`src/rtl/dpe_egress_sink_if.sv`:
```
`default_nettype none
// ============================================================================
// Module   : dpe_egress_sink_if
// Brief    : AXI-Stream beat bundle with tuser source/destination sideband.
// Revision : 1.0
// ============================================================================
interface dpe_egress_sink_if #(
    parameter int DATA_W = 64,
    parameter int KEEP_W = 8,
    parameter int ADDR_W = 3
);
    logic              tvalid;
    logic              tready;
    logic [DATA_W-1:0] tdata;
    logic [KEEP_W-1:0] tkeep;
    logic              tlast;
    logic [ADDR_W-1:0] tuser_src;
    logic [ADDR_W-1:0] tuser_dst;

    modport master (
        output tvalid, tdata, tkeep, tlast, tuser_src, tuser_dst,
        input  tready
    );

    modport slave (
        input  tvalid, tdata, tkeep, tlast, tuser_src, tuser_dst,
        output tready
    );
endinterface
`default_nettype wire

```
`src/rtl/dpe_egress_sink.sv`:
```
`default_nettype none
// ============================================================================
// Module   : dpe_egress_sink
// Brief    : Store-and-forward egress receiver; forwards whole packets only and
//            drops packets that do not fit instead of stalling the DPE.
// Revision : 1.0
// ============================================================================
module dpe_egress_sink #(
    parameter int DATA_W = 64,
    parameter int KEEP_W = 8,
    parameter int ADDR_W = 3,
    parameter int DEPTH  = 16,
    parameter int CNT_W  = 16
) (
    input  logic                 clk,
    input  logic                 rst_n,
    dpe_egress_sink_if.slave     s_axis,
    dpe_egress_sink_if.master    m_axis,
    output logic [CNT_W-1:0]     pkt_cnt,
    output logic [CNT_W-1:0]     drop_cnt,
    output logic                 is_idle
);
    localparam int c_AW     = $clog2(DEPTH);
    localparam int c_PW     = c_AW + 1;
    localparam int c_WORD_W = DATA_W + KEEP_W + 1 + 2 * ADDR_W;
    localparam logic [c_PW-1:0]  c_PTR_DEPTH = c_PW'(DEPTH);
    localparam logic [CNT_W-1:0] c_CNT_MAX   = '1;

    typedef enum logic [1:0] {
        ST_IDLE  = 2'd0,
        ST_STORE = 2'd1,
        ST_DROP  = 2'd2
    } state_t;

    state_t r_state;
    state_t w_state_nxt;

    logic [c_PW-1:0]     r_wr_ptr;
    logic [c_PW-1:0]     r_commit_ptr;
    logic [c_PW-1:0]     r_rd_ptr;
    logic [c_WORD_W-1:0] r_mem [DEPTH];
    logic [CNT_W-1:0]    r_pkt_cnt;
    logic [CNT_W-1:0]    r_drop_cnt;

    logic              r_m_valid;
    logic [DATA_W-1:0] r_m_data;
    logic [KEEP_W-1:0] r_m_keep;
    logic              r_m_last;
    logic [ADDR_W-1:0] r_m_src;
    logic [ADDR_W-1:0] r_m_dst;
    logic              r_rd_first;

    logic                w_s_acc;
    logic                w_full;
    logic                w_empty;
    logic                w_wr_en;
    logic                w_commit;
    logic                w_drop;
    logic                w_load;
    logic [c_WORD_W-1:0] w_rd_word;

    assign s_axis.tready = rst_n;
    assign w_s_acc = s_axis.tvalid && s_axis.tready;
    // Space is judged against the registered read pointer only.
    assign w_full  = (r_wr_ptr - r_rd_ptr) == c_PTR_DEPTH;
    assign w_empty = (r_rd_ptr == r_commit_ptr);

    always_ff @(posedge clk) begin
        if (!rst_n) begin
            r_state <= ST_IDLE;
        end else begin
            r_state <= w_state_nxt;
        end
    end

    always_comb begin
        w_state_nxt = r_state;
        w_wr_en     = 1'b0;
        w_commit    = 1'b0;
        w_drop      = 1'b0;
        if (w_s_acc) begin
            unique case (r_state)
                ST_IDLE, ST_STORE: begin
                    if (!w_full) begin
                        w_wr_en     = 1'b1;
                        w_commit    = s_axis.tlast;
                        w_state_nxt = s_axis.tlast ? ST_IDLE : ST_STORE;
                    end else begin
                        w_drop      = 1'b1;
                        w_state_nxt = s_axis.tlast ? ST_IDLE : ST_DROP;
                    end
                end
                ST_DROP: begin
                    if (s_axis.tlast) begin
                        w_state_nxt = ST_IDLE;
                    end
                end
                default: w_state_nxt = ST_IDLE;
            endcase
        end
    end

    // A drop rewinds to the last commit; in IDLE the two pointers already match.
    always_ff @(posedge clk) begin
        if (!rst_n) begin
            r_wr_ptr     <= '0;
            r_commit_ptr <= '0;
            r_pkt_cnt    <= '0;
            r_drop_cnt   <= '0;
        end else begin
            if (w_wr_en) begin
                r_wr_ptr <= r_wr_ptr + 1'b1;
            end else if (w_drop) begin
                r_wr_ptr <= r_commit_ptr;
            end
            if (w_commit) begin
                r_commit_ptr <= r_wr_ptr + 1'b1;
                if (r_pkt_cnt != c_CNT_MAX) begin
                    r_pkt_cnt <= r_pkt_cnt + 1'b1;
                end
            end
            if (w_drop && (r_drop_cnt != c_CNT_MAX)) begin
                r_drop_cnt <= r_drop_cnt + 1'b1;
            end
        end
    end

    always_ff @(posedge clk) begin
        if (w_wr_en) begin
            r_mem[r_wr_ptr[c_AW-1:0]] <= {s_axis.tdata, s_axis.tkeep, s_axis.tlast,
                                          s_axis.tuser_src, s_axis.tuser_dst};
        end
    end

    assign w_rd_word = r_mem[r_rd_ptr[c_AW-1:0]];
    assign w_load    = !w_empty && (!r_m_valid || m_axis.tready);

    // Sideband is latched only on the first beat so it stays constant per packet.
    always_ff @(posedge clk) begin
        if (!rst_n) begin
            r_rd_ptr   <= '0;
            r_m_valid  <= 1'b0;
            r_m_data   <= '0;
            r_m_keep   <= '0;
            r_m_last   <= 1'b0;
            r_m_src    <= '0;
            r_m_dst    <= '0;
            r_rd_first <= 1'b1;
        end else if (w_load) begin
            r_rd_ptr   <= r_rd_ptr + 1'b1;
            r_m_valid  <= 1'b1;
            r_m_data   <= w_rd_word[c_WORD_W-1 -: DATA_W];
            r_m_keep   <= w_rd_word[2*ADDR_W+1 +: KEEP_W];
            r_m_last   <= w_rd_word[2*ADDR_W];
            r_rd_first <= w_rd_word[2*ADDR_W];
            if (r_rd_first) begin
                r_m_src <= w_rd_word[ADDR_W +: ADDR_W];
                r_m_dst <= w_rd_word[0 +: ADDR_W];
            end
        end else if (m_axis.tready) begin
            r_m_valid <= 1'b0;
        end
    end

    assign m_axis.tvalid    = r_m_valid;
    assign m_axis.tdata     = r_m_data;
    assign m_axis.tkeep     = r_m_keep;
    assign m_axis.tlast     = r_m_last;
    assign m_axis.tuser_src = r_m_src;
    assign m_axis.tuser_dst = r_m_dst;

    assign pkt_cnt  = r_pkt_cnt;
    assign drop_cnt = r_drop_cnt;
    assign is_idle  = w_empty && (r_state == ST_IDLE);
endmodule
`default_nettype wire
```
`src/flat_wrapper.sv`:
```
// flat-port wrapper written by rule: the top's interface ports become plain ports
module dpe_egress_sink_flat 
#(
    parameter int DATA_W = 64,
    parameter int KEEP_W = 8,
    parameter int ADDR_W = 3,
    parameter int DEPTH  = 16,
    parameter int CNT_W  = 16
)
  (clk, rst_n, pkt_cnt, drop_cnt, is_idle, s_axis_tvalid, s_axis_tdata, s_axis_tkeep, s_axis_tlast, s_axis_tuser_src, s_axis_tuser_dst, s_axis_tready, m_axis_tvalid, m_axis_tdata, m_axis_tkeep, m_axis_tlast, m_axis_tuser_src, m_axis_tuser_dst, m_axis_tready);
  dpe_egress_sink_if #(.DATA_W(DATA_W), .KEEP_W(KEEP_W), .ADDR_W(ADDR_W)) s_axis_i ();
  dpe_egress_sink_if #(.DATA_W(DATA_W), .KEEP_W(KEEP_W), .ADDR_W(ADDR_W)) m_axis_i ();
  input  logic clk;
  input  logic rst_n;
  output logic [CNT_W-1:0] pkt_cnt;
  output logic [CNT_W-1:0] drop_cnt;
  output logic is_idle;
  input wire logic [$bits(s_axis_i.tvalid)-1:0] s_axis_tvalid;
  input wire logic [$bits(s_axis_i.tdata)-1:0] s_axis_tdata;
  input wire logic [$bits(s_axis_i.tkeep)-1:0] s_axis_tkeep;
  input wire logic [$bits(s_axis_i.tlast)-1:0] s_axis_tlast;
  input wire logic [$bits(s_axis_i.tuser_src)-1:0] s_axis_tuser_src;
  input wire logic [$bits(s_axis_i.tuser_dst)-1:0] s_axis_tuser_dst;
  output wire logic [$bits(s_axis_i.tready)-1:0] s_axis_tready;
  output wire logic [$bits(m_axis_i.tvalid)-1:0] m_axis_tvalid;
  output wire logic [$bits(m_axis_i.tdata)-1:0] m_axis_tdata;
  output wire logic [$bits(m_axis_i.tkeep)-1:0] m_axis_tkeep;
  output wire logic [$bits(m_axis_i.tlast)-1:0] m_axis_tlast;
  output wire logic [$bits(m_axis_i.tuser_src)-1:0] m_axis_tuser_src;
  output wire logic [$bits(m_axis_i.tuser_dst)-1:0] m_axis_tuser_dst;
  input wire logic [$bits(m_axis_i.tready)-1:0] m_axis_tready;
  assign s_axis_i.tvalid = s_axis_tvalid;
  assign s_axis_i.tdata = s_axis_tdata;
  assign s_axis_i.tkeep = s_axis_tkeep;
  assign s_axis_i.tlast = s_axis_tlast;
  assign s_axis_i.tuser_src = s_axis_tuser_src;
  assign s_axis_i.tuser_dst = s_axis_tuser_dst;
  assign s_axis_tready = s_axis_i.tready;
  assign m_axis_tvalid = m_axis_i.tvalid;
  assign m_axis_tdata = m_axis_i.tdata;
  assign m_axis_tkeep = m_axis_i.tkeep;
  assign m_axis_tlast = m_axis_i.tlast;
  assign m_axis_tuser_src = m_axis_i.tuser_src;
  assign m_axis_tuser_dst = m_axis_i.tuser_dst;
  assign m_axis_i.tready = m_axis_tready;
  dpe_egress_sink #(.DATA_W(DATA_W), .KEEP_W(KEEP_W), .ADDR_W(ADDR_W), .DEPTH(DEPTH), .CNT_W(CNT_W)) u_core (.clk(clk), .rst_n(rst_n), .s_axis(s_axis_i), .m_axis(m_axis_i), .pkt_cnt(pkt_cnt), .drop_cnt(drop_cnt), .is_idle(is_idle));
endmodule
```
`config.mk`:
```
export PLATFORM = sky130hd
export DESIGN_NAME = dpe_egress_sink_flat
export DESIGN_NICKNAME = d
export VERILOG_FILES = /design/src/rtl/dpe_egress_sink_if.sv /design/src/rtl/dpe_egress_sink.sv /design/src/flat_wrapper.sv
export SDC_FILE = /design/constraint.sdc
export NUM_CORES = 1
export LEC_CHECK = 0
export ABC_AREA = 0
export CELL_PAD_IN_SITES_DETAIL_PLACEMENT = 1
export CELL_PAD_IN_SITES_GLOBAL_PLACEMENT = 2
export CORE_MARGIN = 10
export CORE_UTILIZATION = 30
export CTS_BUF_LIST = sky130_fd_sc_hd__clkbuf_8
export DETAILED_ROUTE_END_ITERATION = 12
export GPL_TIMING_DRIVEN = 0
export PLACE_DENSITY_LB_ADDON = 0.25
export RECOVER_POWER = 50
export SYNTH_ARGS = -nofsm -noshare
export SYNTH_HDL_FRONTEND = slang
export SYNTH_SLANG_ARGS = --single-unit
export TNS_END_PERCENT = 100
```
`constraint.sdc`:
```
create_clock -name clk -period 8.58 [get_ports clk]
set_clock_uncertainty 0.2 [all_clocks]
set_input_delay 2.145 -clock clk [delete_from_list [all_inputs] [get_ports clk]]
set_output_delay 2.145 -clock clk [all_outputs]
set_load 0.05 [all_outputs]
```
==> After elaboration in Yosys (flattened, before gate mapping) <==
Memories as Yosys holds them, arrays and structs flattened. A register that Yosys moved wholly into a read port is not among the register bits.
Cells that the tools add are included.
{ "op_classes": {"n_mux": 22, "n_shift": 0, "div_mod_pow": 0, "addsub": 5, "mul": 0, "n_bitwise": 0, "reduce_logical": 14, "eq_ne": 7, "n_lt_le_gt_ge": 0} }
{ "op_table": {"columns": ["operator", "count"], "rows": [
  ["$add A16 B1 Y16 const B", 2],
  ["$ne A16 B16 Y1 const B", 2],
  ["$mux W1", 14],
  ["$add A5 B1 Y5 const B", 2],
  ["$mux W5", 2],
  ["$mux W4", 2],
  ["$mux W2", 3],
  ["$reduce_and A2 Y1", 3],
  ["$eq A5 B5 Y1", 1],
  ["$eq A5 B5 Y1 const B", 1],
  ["$sub A5 B5 Y5", 1],
  ["$logic_and A1 B1 Y1", 4],
  ["$pmux W2 S2", 1],
  ["$reduce_bool A2 Y1", 2],
  ["$eq A2 B1 Y1 const B", 1],
  ["$eq A2 B2 Y1 const B", 1],
  ["$logic_not A1 Y1", 2],
  ["$logic_not A2 Y1", 1],
  ["$ne A2 B2 Y1 const B", 1],
  ["$reduce_or A2 Y1", 1],
  ["$logic_or A1 B1 Y1", 1]
]} }
{ "word_totals": {"latch_bits": 0, "ff_bits": 130, "rom_bits": 0, "input_bits": 83, "memories": 1, "mem_bits_rw": 1264} }
{ "mem_list": {"columns": ["memory", "words", "width", "read_ports", "rd_clocked_by_memory_dff", "wr", "line_no", "rtl"], "rows": [
  ["u_core.r_mem", 16, 79, 1, 1, 1, "dpe_egress_sink.sv:41", "logic [c_WORD_W-1:0] r_mem [DEPTH];"]
]} }

==> Logic depth before layout (Yosys ltp) <==
Gate-level depths: netlist (run 1).
{ "logic_depth": {"ltp_word": 7, "depth_mapped": 9} }

==> Worst setup path after synthesis (run 1) <==
OpenSTA, ideal clock, no wires.
{ "synth_timing": {"path_type": "input-to-reg", "start": "input port rst_n", "end": "memory u_core.r_mem[15][0] (netlist name) (enable)", "n_path_buf": 2, "setup_time_ns": 0.614, "cell_stages": 4, "arrival_time_ns": 8.007, "required_ns": 7.766, "slack_ns": -0.241, "cell_sequence": "clkbuf_8 -> nand3b_2 -> clkbuf_8 -> nor3_1"} }
{ "synth_via": {"elab_chain_cells": 4} }
{ "synth_lines": {"columns": ["element", "line_no", "rtl"], "rows": [
  ["start, declared", "flat_wrapper.sv:14", "input logic rst_n;"],
  ["$logic_and A1 B1 Y1", "dpe_egress_sink.sv:63", "assign w_s_acc = s_axis.tvalid && s_axis.tready;"],
  ["$mux W1", "dpe_egress_sink.sv:81", "if (w_s_acc) begin"],
  ["$mux W1", "dpe_egress_sink.sv:129", "if (w_wr_en) begin"],
  ["$mux W1 (implied by the code)", "dpe_egress_sink.sv:130", "r_mem[r_wr_ptr[c_AW-1:0]] <= {s_axis.tdata, s_axis.tkeep, s_axis.tlast,"],
  ["end, declared", "dpe_egress_sink.sv:41", null]
]} }
Every way passes these cells.

==> Final worst setup path (run 1) <==
{ "layout_timing": {"start": "input port s_axis_tvalid", "end": "memory u_core.r_mem[15][27] (netlist name) (enable)"} }
{ "layout_via": {"elab_chain_cells": 4} }
{ "layout_lines": {"columns": ["element", "line_no", "rtl"], "rows": [
  ["start, declared", "flat_wrapper.sv:18", "input wire logic [$bits(s_axis_i.tvalid)-1:0] s_axis_tvalid;"],
  ["$logic_and A1 B1 Y1", "dpe_egress_sink.sv:63", null],
  ["$mux W1", "dpe_egress_sink.sv:81", null],
  ["$mux W1", "dpe_egress_sink.sv:129", null],
  ["$mux W1 (implied by the code)", "dpe_egress_sink.sv:130", null]
]} }
Every way passes these cells.

==> flow_summary_export.csv, run 1 <==
group,metric,value,unit
clocking,cts-resized-gates,0,
setup_path,start_kind,"input port",
setup_path,crit_family,"buffers and inverters",
floorplanning,row_count,154,
global_route,grt_overflow_total,0,
cells_and_area,register_area,40600,um2
route,drt_wl_total,153000,um
setup_path,cp_cell_sequence,"dlygate4sd3_1, nand3b_1, clkbuf_1, nor3_1, clkbuf_1, clkbuf_1, clkbuf_1, buf_16, buf_16",
route,num_vias,27509,
cells_and_area,multi_input_area,11700,um2
timing,whs,0.274,ns
synthesis,yosys_warnings,0,
pwr,powerDensity,276,nW/um2
pwr,power_frac_comb,22.4,%
synthesis,ys_ff_latch,1398,
clocking,cts_root_buf,"clkbuf_8",
setup_path,crit_buf_inv,7,
placed_design,pre_cts_slack,2.80,ns
synthesis,seq_area_frac_synth,76.6,%
placed_design,gp_routability_congestion,0.727,
floorplanning,core,176000,um2
synthesis,ys.flop_type,"edfxtp_1",
pwr,p_int,12.3,mW
cells_and_area,area_growth,19.6,%
cells_and_area,layout.nets,3137,
outcome,outcome,"finished, violations left",
synthesis,synth_cell_types,58,
setup_path,end_kind,"flip-flop",
route,routed_via_density,4.92,
clocking,clock_latency,0.96,ns
min_path,hold_path.class,"flip-flop to flip-flop",
setup_path,crit_fanout,12,
global_route,grt_max_degree,40,
setup_path,r2r-end,"u_core.r_mem[15][27]",
cells_and_area,fill_cells,17391,
route,drtIter0Drc,2181,
global_route,first_global_vias,30464,
synthesis,synth_top_family_by_area,"multiplexers",
timing,hold_viol_final,0,
timing,tightest_slew,1.68,ns
floorplanning,ios,197,
synthesis,syn-num-nets,2670,
min_path,holdPathStages,2,
pwr,clkPwrFrac,33.1,%
setup_path,crit_required,9.02,ns
route,antenna_left,0,
pwr,swShare,29.6,%
timing,finalSetupViolations,0,
floorplanning,die_x,441,um
placed_design,dpl-instance-area,59000,um2
placed_design,dpl.hpwl,95500,um
synthesis,synth_mux_area_share,13.8,%
route,post-route-drc-count,0,
global_route,grt_pass1_wl,219000,um
cells_and_area,layout_common_cells,"1264 x edfxtp_1, 316 x mux4_2, 267 x clkbuf_8, 154 x a22o_1, 134 x dfxtp_1",
clocking,post_cts_buffers,0,
setup_path,worstSetupPathType,"input port to flip-flop",
setup_path,crit_arrival,6.73,ns
timing,fin_crit_sh,73.4,%
synthesis,synth_simple_gate_area_share,3.37,%
synthesis,synthXorXnorAreaFrac,0.198,%
placed_design,io_buffers,195,
pwr,seqPwrFrac,44.5,%
clocking,holdBufCountCts,0,
global_route,grt_usage,15.5,%
flow_run,cap_viol_max_count,1,
floorplanning,start_util,30.1,%
synthesis,netlist_instances,2576,
cells_and_area,postLayoutCellArea,63500,um2
route,dr.pass1.iters,5,
synthesis,synth_area,53100,um2
global_route,antenna_found_initial,30,
cells_and_area,drive_above_1_share,23.0,%
floorplanning,dieArea,194000,um2
floorplanning,die_h,441,um
timing,grt_setup_unrepaired,"false",
clocking,cts_sinks,1398,
synthesis,synth_compound_area_share,4.23,%
pwr,max-vdd-ir-drop,0.132,mV
timing,setup_ws,2.28,ns
synthesis,synth_fa_ha_area_share,0.259,%
min_path,hp-start,"u_core.m_axis.tuser_src[0]",
clocking,ctsHtreeMaxLevel,4,
clocking,cts_buffers,230,
setup_path,crit_path_frequent_cell,"clkbuf_1",
route,wire_per_inst,27.4,um
synthesis,syn_area_per_cell,20.6,um2
setup_path,max_stage_delay,0.88,ns
timing,max_freq,0.159,GHz
setup_path,r2r_start,"u_core.r_rd_ptr[3]",
pwr,p_switching,5.17,mW
clocking,cts_tree,"yes",
outcome,violations,"max-capacitance violations, max-slew violations",
cells_and_area,final_common_cell,"edfxtp_1",
synthesis,async_flop_share,0,%
pwr,leakage,20.0,nW
setup_path,r2r_cells,13,
setup_path,crit_slowest_cell,"clkbuf_1",
timing,period_needed,6.30,ns
setup_path,ff2ff_setup_slack,3.28,ns
clocking,clockBufferDepth,3,
timing,maxSlewHeadroom,-12.1,%
timing,drv_slew,11,
min_path,hold_end,"u_core.m_axis.tuser_src[0]",
clocking,clk_pin_slew,0.06,ns
synthesis,synth_edf_count,1264,
synth_stat cells (11+ instances only):
library cell / count / area, um2
nand4_1: 12 / 75.1
nand3_1: 25 / 125
dfxtp_1: 134 / 2680
a22o_1: 154 / 1350
mux2i_1: 22 / 220
and3_1: 18 / 113
nand2b_1: 19 / 119
o22ai_1: 78 / 488
buf_4: 20 / 150
nor3_1: 11 / 55.1
mux4_2: 316 / 7120
clkbuf_1: 78 / 293
ha_1: 11 / 138
edfxtp_1: 1264 / 38000
nand2_1: 122 / 458
o21ai_0: 11 / 55.1
a21oi_1: 16 / 80.1
buf_2: 37 / 185
buf_1: 12 / 45.0
nor2_1: 95 / 357
and4_1: 11 / 96.3
cells by family after synthesis:
| logic type | after synthesis |
|---|---|
| buffers and inverters | 164 |
| flip-flops | 1398 |
| AND/OR/NAND/NOR | 360 |
| AO/OA/AOI/OAI | 292 |
| XOR/XNOR | 12 |
| adder cells (fa/ha/maj) | 11 |
| multiplexers | 339 |
power groups by stage:
stage               combinational, mW  clock, mW  sequential [mW]
floorplan                        2.06          0             8.41
global placement                 3.97          0             7.94
detailed placement               4.02          0             7.94
CTS                              4.03       5.97             7.80
global route                     4.19       6.25             7.81
finish                           3.92       5.79             7.79
area by class of cell:
cell class | count | share of cell area [%]
repair buffers | 235 | 4.49
inverters | 10 | 0.0591
clock buffers | 265 | 5.75
flip-flops and latches | 1398 | 64.0
multi-input cells | 1014 | 18.4
plain buffers | 154 | 1.16
diodes | 6 | 0.0237
clock inverters | 165 | 1.50
well taps | 2340 | 4.61
worst min-delay path, cell delays in order, from the launching register on:
cell	delay, ns
dfxtp_1	0.31
nand2_1	0.05
o22ai_1	0.06
routing by layer:
| layer | routed length (um) | up-vias | track usage [%] |
|---|---|---|---|
| met2 | 77200 | 748 | 26.7 |
| li1 | - | 11735 | - |
| met3 | 7100 | 282 | 2.97 |
| met1 | 64100 | 14736 | 19.8 |
| met5 | 56 | - | 0 |
| met4 | 4680 | 8 | 5.03 |
registers in the layout, indices dropped and copies added (netlist names), named ones only:
signal	flops
u_core.r_rd_ptr	5
u_core.r_state	2
u_core.r_commit_ptr	5
u_core.m_axis.tdata	64
u_core.m_axis.tlast	1
u_core.m_axis.tuser_dst	3
u_core.m_axis.tkeep	8
u_core.drop_cnt	16
u_core.r_rd_first	1
u_core.m_axis.tvalid	1
u_core.r_mem	1264
u_core.pkt_cnt	16
u_core.r_wr_ptr	5
u_core.m_axis.tuser_src	3
worst max path at each step:
stage,from,endpoint,slack [ns],cells past startpoint
2_1_floorplan,rst_n,u_core.r_mem[15][0],2.18,4
3_3_place_gp,s_axis_tvalid,u_core.r_mem[15][27],-3.15,4
3_5_place_dp,s_axis_tvalid,u_core.r_mem[10][49],2.80,7
4_1_cts,u_core.r_rd_ptr[0],is_idle,2.77,5
5_1_grt,s_axis_tvalid,u_core.r_mem[15][27],2.19,9
6_report,s_axis_tvalid,u_core.r_mem[15][27],2.28,9
stage by stage:
stage | power [mW] | setup TNS (ns) | std cells | util (%)
after floorplan | 10.5 | 0 | 2576 | -
after global placement | 11.9 | -531.07 | 5111 | 32.9
after detailed placement | 12.0 | 0 | 5151 | 33.5
after CTS | 17.8 | 0 | 5581 | 36.1
after global routing | 18.2 | 0 | 5586 | 36.0
final | 17.5 | 0 | 5587 | 36.0
Note: power is estimated with default switching activity, not from simulation.
==> run 2: changes to the inputs <==
==> constraint.sdc (replaced) <==
create_clock -name clk -period 5.5 [get_ports clk]
set_clock_uncertainty 0.2 [all_clocks]
set_input_delay 1.375 -clock clk [delete_from_list [all_inputs] [get_ports clk]]
set_output_delay 1.375 -clock clk [all_outputs]
set_load 0.05 [all_outputs]
==> flow_summary_export.csv, run 2 (synthesis results as in run 1) <==
group,metric,value,unit
placed_design,pre_cts_slack,0.467,ns
floorplanning,dieArea,194000,um2
clocking,clk_pin_slew,0.06,ns
route,dr.pass1.iters,5,
pwr,leakage,19.9,nW
timing,fin_crit_sh,88.3,%
floorplanning,die_x,441,um
pwr,p_switching,8.11,mW
flow_run,cap_viol_max_count,2,
pwr,p_int,18.9,mW
clocking,cts_root_buf,"clkbuf_8",
clocking,cts_buffers,229,
setup_path,crit_arrival,5.31,ns
route,drtIter0Drc,2120,
global_route,grt_pass1_wl,218000,um
setup_path,crit_required,5.95,ns
clocking,clockBufferDepth,3,
pwr,swShare,30.0,%
timing,max_freq,0.206,GHz
setup_path,end_kind,"flip-flop",
route,routed_via_density,4.93,
cells_and_area,layout_common_cells,"1264 x edfxtp_1, 316 x mux4_2, 257 x clkbuf_8, 154 x a22o_1, 134 x dfxtp_1",
pwr,powerDensity,426,nW/um2
setup_path,r2r_start,"u_core.r_rd_ptr[1]",
timing,setup_ws,0.642,ns
timing,tightest_slew,1.70,ns
pwr,max-vdd-ir-drop,0.165,mV
setup_path,worstSetupPathType,"flip-flop to flip-flop",
cells_and_area,postLayoutCellArea,63300,um2
route,antenna_left,0,
setup_path,r2r-end,"u_core.r_mem[15][20]",
floorplanning,ios,197,
outcome,outcome,"finished, violations left",
setup_path,crit_fanout,11,
setup_path,r2r_cells,12,
setup_path,max_stage_delay,0.83,ns
placed_design,io_buffers,195,
cells_and_area,drive_above_1_share,22.8,%
placed_design,gp_routability_congestion,0.727,
global_route,grt_overflow_total,0,
timing,grt_setup_unrepaired,"false",
floorplanning,core,176000,um2
placed_design,dpl-instance-area,59000,um2
global_route,antenna_found_initial,38,
cells_and_area,final_common_cell,"edfxtp_1",
timing,hold_viol_final,0,
floorplanning,start_util,30.1,%
floorplanning,row_count,154,
route,drt_wl_total,154000,um
setup_path,critPathLaunch,"u_core.r_rd_ptr[1]",
setup_path,start_kind,"flip-flop",
cells_and_area,area_growth,19.3,%
route,wire_per_inst,27.5,um
global_route,grt_usage,15.6,%
clocking,cts-resized-gates,0,
timing,period_needed,4.86,ns
clocking,cts_sinks,1398,
floorplanning,die_h,441,um
pwr,seqPwrFrac,45.0,%
setup_path,crit_path_frequent_cell,"clkbuf_1",
global_route,first_global_vias,30383,
setup_path,cp_cell_sequence,"inv_1, ha_1, nand2b_1, and3_1, o211a_2, clkbuf_1, clkbuf_1, nor3_1, clkbuf_1, clkbuf_1, buf_8, buf_8",
clocking,ctsHtreeMaxLevel,4,
clocking,cts_tree,"yes",
min_path,hold_path.class,"flip-flop to flip-flop",
global_route,grt_max_degree,39,
setup_path,crit_slowest_cell,"clkbuf_1",
timing,drv_slew,31,
cells_and_area,largest_reg_flops,1264,
clocking,post_cts_buffers,0,
route,num_vias,27580,
timing,finalSetupViolations,0,
placed_design,dpl.hpwl,96000,um
clocking,holdBufCountCts,0,
clocking,clock_latency,0.97,ns
setup_path,cp-endpoint,"u_core.r_mem[15][20]",
pwr,power_frac_comb,22.6,%
cells_and_area,layout.nets,3136,
setup_path,ff2ff_setup_slack,0.64,ns
outcome,violations,"max-capacitance violations, max-slew violations",
route,post-route-drc-count,0,
pwr,clkPwrFrac,32.3,%
timing,maxSlewHeadroom,-13.6,%
-- run 2: power groups by stage --
stage	clock network, mW	registers (mW)	logic (mW)
global placement	0	12.4	6.18
CTS	9.00	12.2	6.29
global route	9.47	12.2	6.52
detailed placement	0	12.4	6.27
floorplan	0	13.1	3.22
finish	8.73	12.2	6.11
-- run 2: worst min path at each step --
stage / start / to / slack (ns) / cells after the start
after floorplan: u_core.r_state[1] / u_core.r_state[1] / 0.25 / 2
after global placement: u_core.m_axis.tdata[20] / u_core.m_axis.tdata[20] / 0.26 / 2
after detailed placement: u_core.m_axis.tkeep[1] / u_core.m_axis.tkeep[1] / 0.26 / 2
after CTS: u_core.m_axis.tkeep[1] / u_core.m_axis.tkeep[1] / 0.28 / 2
after global routing: u_core.m_axis.tkeep[7] / u_core.m_axis.tkeep[7] / 0.30 / 2
final: u_core.m_axis.tdata[5] / u_core.m_axis.tdata[5] / 0.27 / 2
-- run 2: layout make-up --
class | count | area [um2]
Fill cell | 17433 | 113000
Tap cell | 2340 | 2930
Buffer | 154 | 718
Timing Repair Buffer | 235 | 2870
Clock inverter | 178 | 931
Inverter | 10 | 37.5
Antenna cell | 14 | 35.0
Multi-Input combinational cell | 1014 | 11600
Sequential cell | 1398 | 40600
Clock buffer | 255 | 3510
-- run 2: stage by stage --
stage               util, %  cells  power [mW]  setup TNS (ns)  hold slack (ns)
floorplan                 -   2576        16.3               0            0.254
global placement       32.9   5111        18.6        -3285.97            0.263
detailed placement     33.5   5151        18.7               0            0.264
CTS                    36.0   5584        27.5               0            0.277
global route           35.9   5598        28.2               0            0.296
finish                 35.9   5598        27.0               0            0.272
-- run 2: worst max-delay path, delay by kind of cell (launching register included) --
kind            cells  cell delay [ns]
compound gates      1             0.29
fa+ha+maj           1             0.19
buf+inv             7             2.78
flops               1             0.42
simple gates        3             0.65
-- run 2: metal layers --
layer | vias to the layer above | part of all wire, % | global-route usage (%)
li1 | 11749 | - | -
met1 | 14765 | 40 | 19.2
met2 | 772 | 51 | 26.6
met3 | 282 | 5.3 | 3.23
met4 | 12 | 3.7 | 6.46
met5 | - | 0.051 | 0.0496
==> run 3: changes to the inputs <==
--- a/config.mk
+++ b/config.mk
@@ -18,4 +18,3 @@
 export SYNTH_ARGS = -nofsm -noshare
 export SYNTH_HDL_FRONTEND = slang
 export SYNTH_SLANG_ARGS = --single-unit
-export TNS_END_PERCENT = 100
==> constraint.sdc (replaced) <==
create_clock -name clk -period 5.5 [get_ports clk]
set_clock_uncertainty 0.2 [all_clocks]
set_input_delay 1.375 -clock clk [delete_from_list [all_inputs] [get_ports clk]]
set_output_delay 1.375 -clock clk [all_outputs]
set_load 0.02 [all_outputs]
==> flow_summary_export.csv, run 3 (synthesis results as in run 1) <==
group,metric,value,unit
outcome,outcome,"finished, violations left",
outcome,violations,"max-capacitance violations, max-slew violations",
clocking,clock_latency,0.97,ns
clocking,post_cts_buffers,0,
timing,drv_slew,31,
timing,hold_viol_final,0,
route,drtIter0Drc,2157,
route,post-route-drc-count,0,
floorplanning,ios,197,
placed_design,gp_routability_congestion,0.727,
floorplanning,start_util,30.1,%
clocking,cts-resized-gates,0,
route,dr.pass1.iters,5,
setup_path,crit_path_frequent_cell,"clkbuf_1",
setup_path,start_kind,"input port",
floorplanning,row_count,154,
timing,tightest_slew,1.73,ns
route,num_vias,27591,
clocking,clockBufferDepth,3,
timing,maxSlewHeadroom,-15.4,%
placed_design,post-place-cells,5151,
floorplanning,die_h,441,um
global_route,antenna_found_initial,38,
timing,whs,0.272,ns
pwr,leakage,19.9,nW
timing,max_freq,0.211,GHz
setup_path,crit_fanout,10,
setup_path,crit_required,6.10,ns
placed_design,dpl.hpwl,96000,um
global_route,grt_max_degree,39,
flow_run,cap_viol_max_count,2,
route,drt_wl_total,154000,um
cells_and_area,fill_cells,17431,
floorplanning,core,176000,um2
global_route,met3_usage,3.23,%
setup_path,end_kind,"flip-flop",
min_path,hold_path.class,"flip-flop to flip-flop",
global_route,grt_util_met2,26.6,%
global_route,use_met1,19.2,%
cells_and_area,area_growth,19.3,%
timing,period_needed,4.74,ns
global_route,first_global_vias,30383,
cells_and_area,final_common_cell,"edfxtp_1",
pwr,max-vdd-ir-drop,0.165,mV
setup_path,crit_arrival,5.34,ns
clocking,cts_sinks,1398,
global_route,grt_overflow_total,0,
setup_path,cp_cell_sequence,"dlygate4sd3_1, nor2b_1, a21oi_1, clkbuf_1, clkbuf_1, o22ai_1",
timing,fin_crit_sh,86.2,%
global_route,top_usage_layer,"met2",
placed_design,io_buffers,195,
cells_and_area,finalNonFillerCells,5598,
timing,finalSetupViolations,0,
cells_and_area,layout_common_cells,"1264 x edfxtp_1, 316 x mux4_2, 257 x clkbuf_8, 154 x a22o_1, 134 x dfxtp_1",
floorplanning,dieArea,194000,um2
clocking,clk_pin_slew,0.06,ns
clocking,holdBufCountCts,0,
cells_and_area,largest_reg_flops,1264,
floorplanning,die_x,441,um
timing,grt_setup_unrepaired,"false",
cells_and_area,drive_above_1_share,22.9,%
route,routed_via_density,4.93,
pwr,powerDensity,417,nW/um2
setup_path,crit_slowest_cell,"a21oi_1",
clocking,cts_tree,"yes",
cells_and_area,layout.nets,3136,
route,wire_per_inst,27.5,um
setup_path,worstSetupPathType,"input port to flip-flop",
clocking,cts_buffers,229,
clocking,ctsHtreeMaxLevel,4,
clocking,cts_root_buf,"clkbuf_8",
setup_path,max_stage_delay,1.31,ns
global_route,grt_usage,15.6,%
setup_path,crit_buf_inv,3,
global_route,grt_pass1_wl,218000,um
setup_path,crit_family,"buffers and inverters",
route,antenna_left,0,
pwr,totalPowerFinal,26.4,mW
run 3: changes by cell type in the layout (fill, tap and decap cells not counted):
cell / before / now
buf_16: 24 / 25
clkbuf_1: 88 / 87
run 3: through the flow:
step	setup TNS (ns)	util [%]	area (um2)	setup slack (ns)
2_1_floorplan	0	-	53100	0.828
3_3_place_gp	-3285.97	32.9	58000	-2.85
3_5_place_dp	0	33.5	59000	0.467
4_1_cts	0	36.0	63500	0.720
5_1_grt	0	35.9	63300	0.595
6_report	0	35.9	63300	0.759
run 3: metal layers:
layer,up-vias,routed length (um),part of all wire [%]
li1,11754,-,-
met4,12,5600,3.6
met5,-,79,0.051
met3,283,7900,5.1
met2,772,77700,50
met1,14770,62600,41
run 3: report_power, final:
part	total [mW]	switching, mW	internal [mW]
Combinational	5.55	3.06	2.49
Sequential	12.2	0.249	11.9
Clock	8.73	4.23	4.50
run 3: layout make-up:
class	instances	area (um2)	area share (%)
plain buffers	154	718	1.13
multi-input cells	1014	11600	18.4
clock inverters	178	931	1.47
inverters	10	37.5	0.0593
flip-flops and latches	1398	40600	64.2
well taps	2340	2930	4.62
clock buffers	255	3510	5.54
repair buffers	235	2890	4.57
diodes	14	35.0	0.0553
run 3: final timing paths:
| path | start | to | slack, ns | cells past startpoint |
|---|---|---|---|---|
| hold / removal | u_core.m_axis.tdata[5] | u_core.m_axis.tdata[5] | 0.27 | 2 |
| hold reg to reg | u_core.m_axis.tdata[5] | u_core.m_axis.tdata[5] | 0.27 | 2 |
| setup reg to reg | u_core.r_rd_ptr[1] | u_core.r_mem[15][51] | 0.89 | 10 |
| setup / recovery | m_axis_tready | u_core.m_axis.tdata[55] | 0.76 | 6 |
run 3: worst reg2reg max path: stages, from the launching register on:
cell      delay, ns
dfxtp_1        0.42
inv_1          0.07
ha_1           0.19
nand2b_1       0.17
and3_1         0.21
o211a_2        0.29
clkbuf_1       0.29
clkbuf_1       0.35
nor3_1         0.27
clkbuf_1       0.85
clkbuf_1       0.90
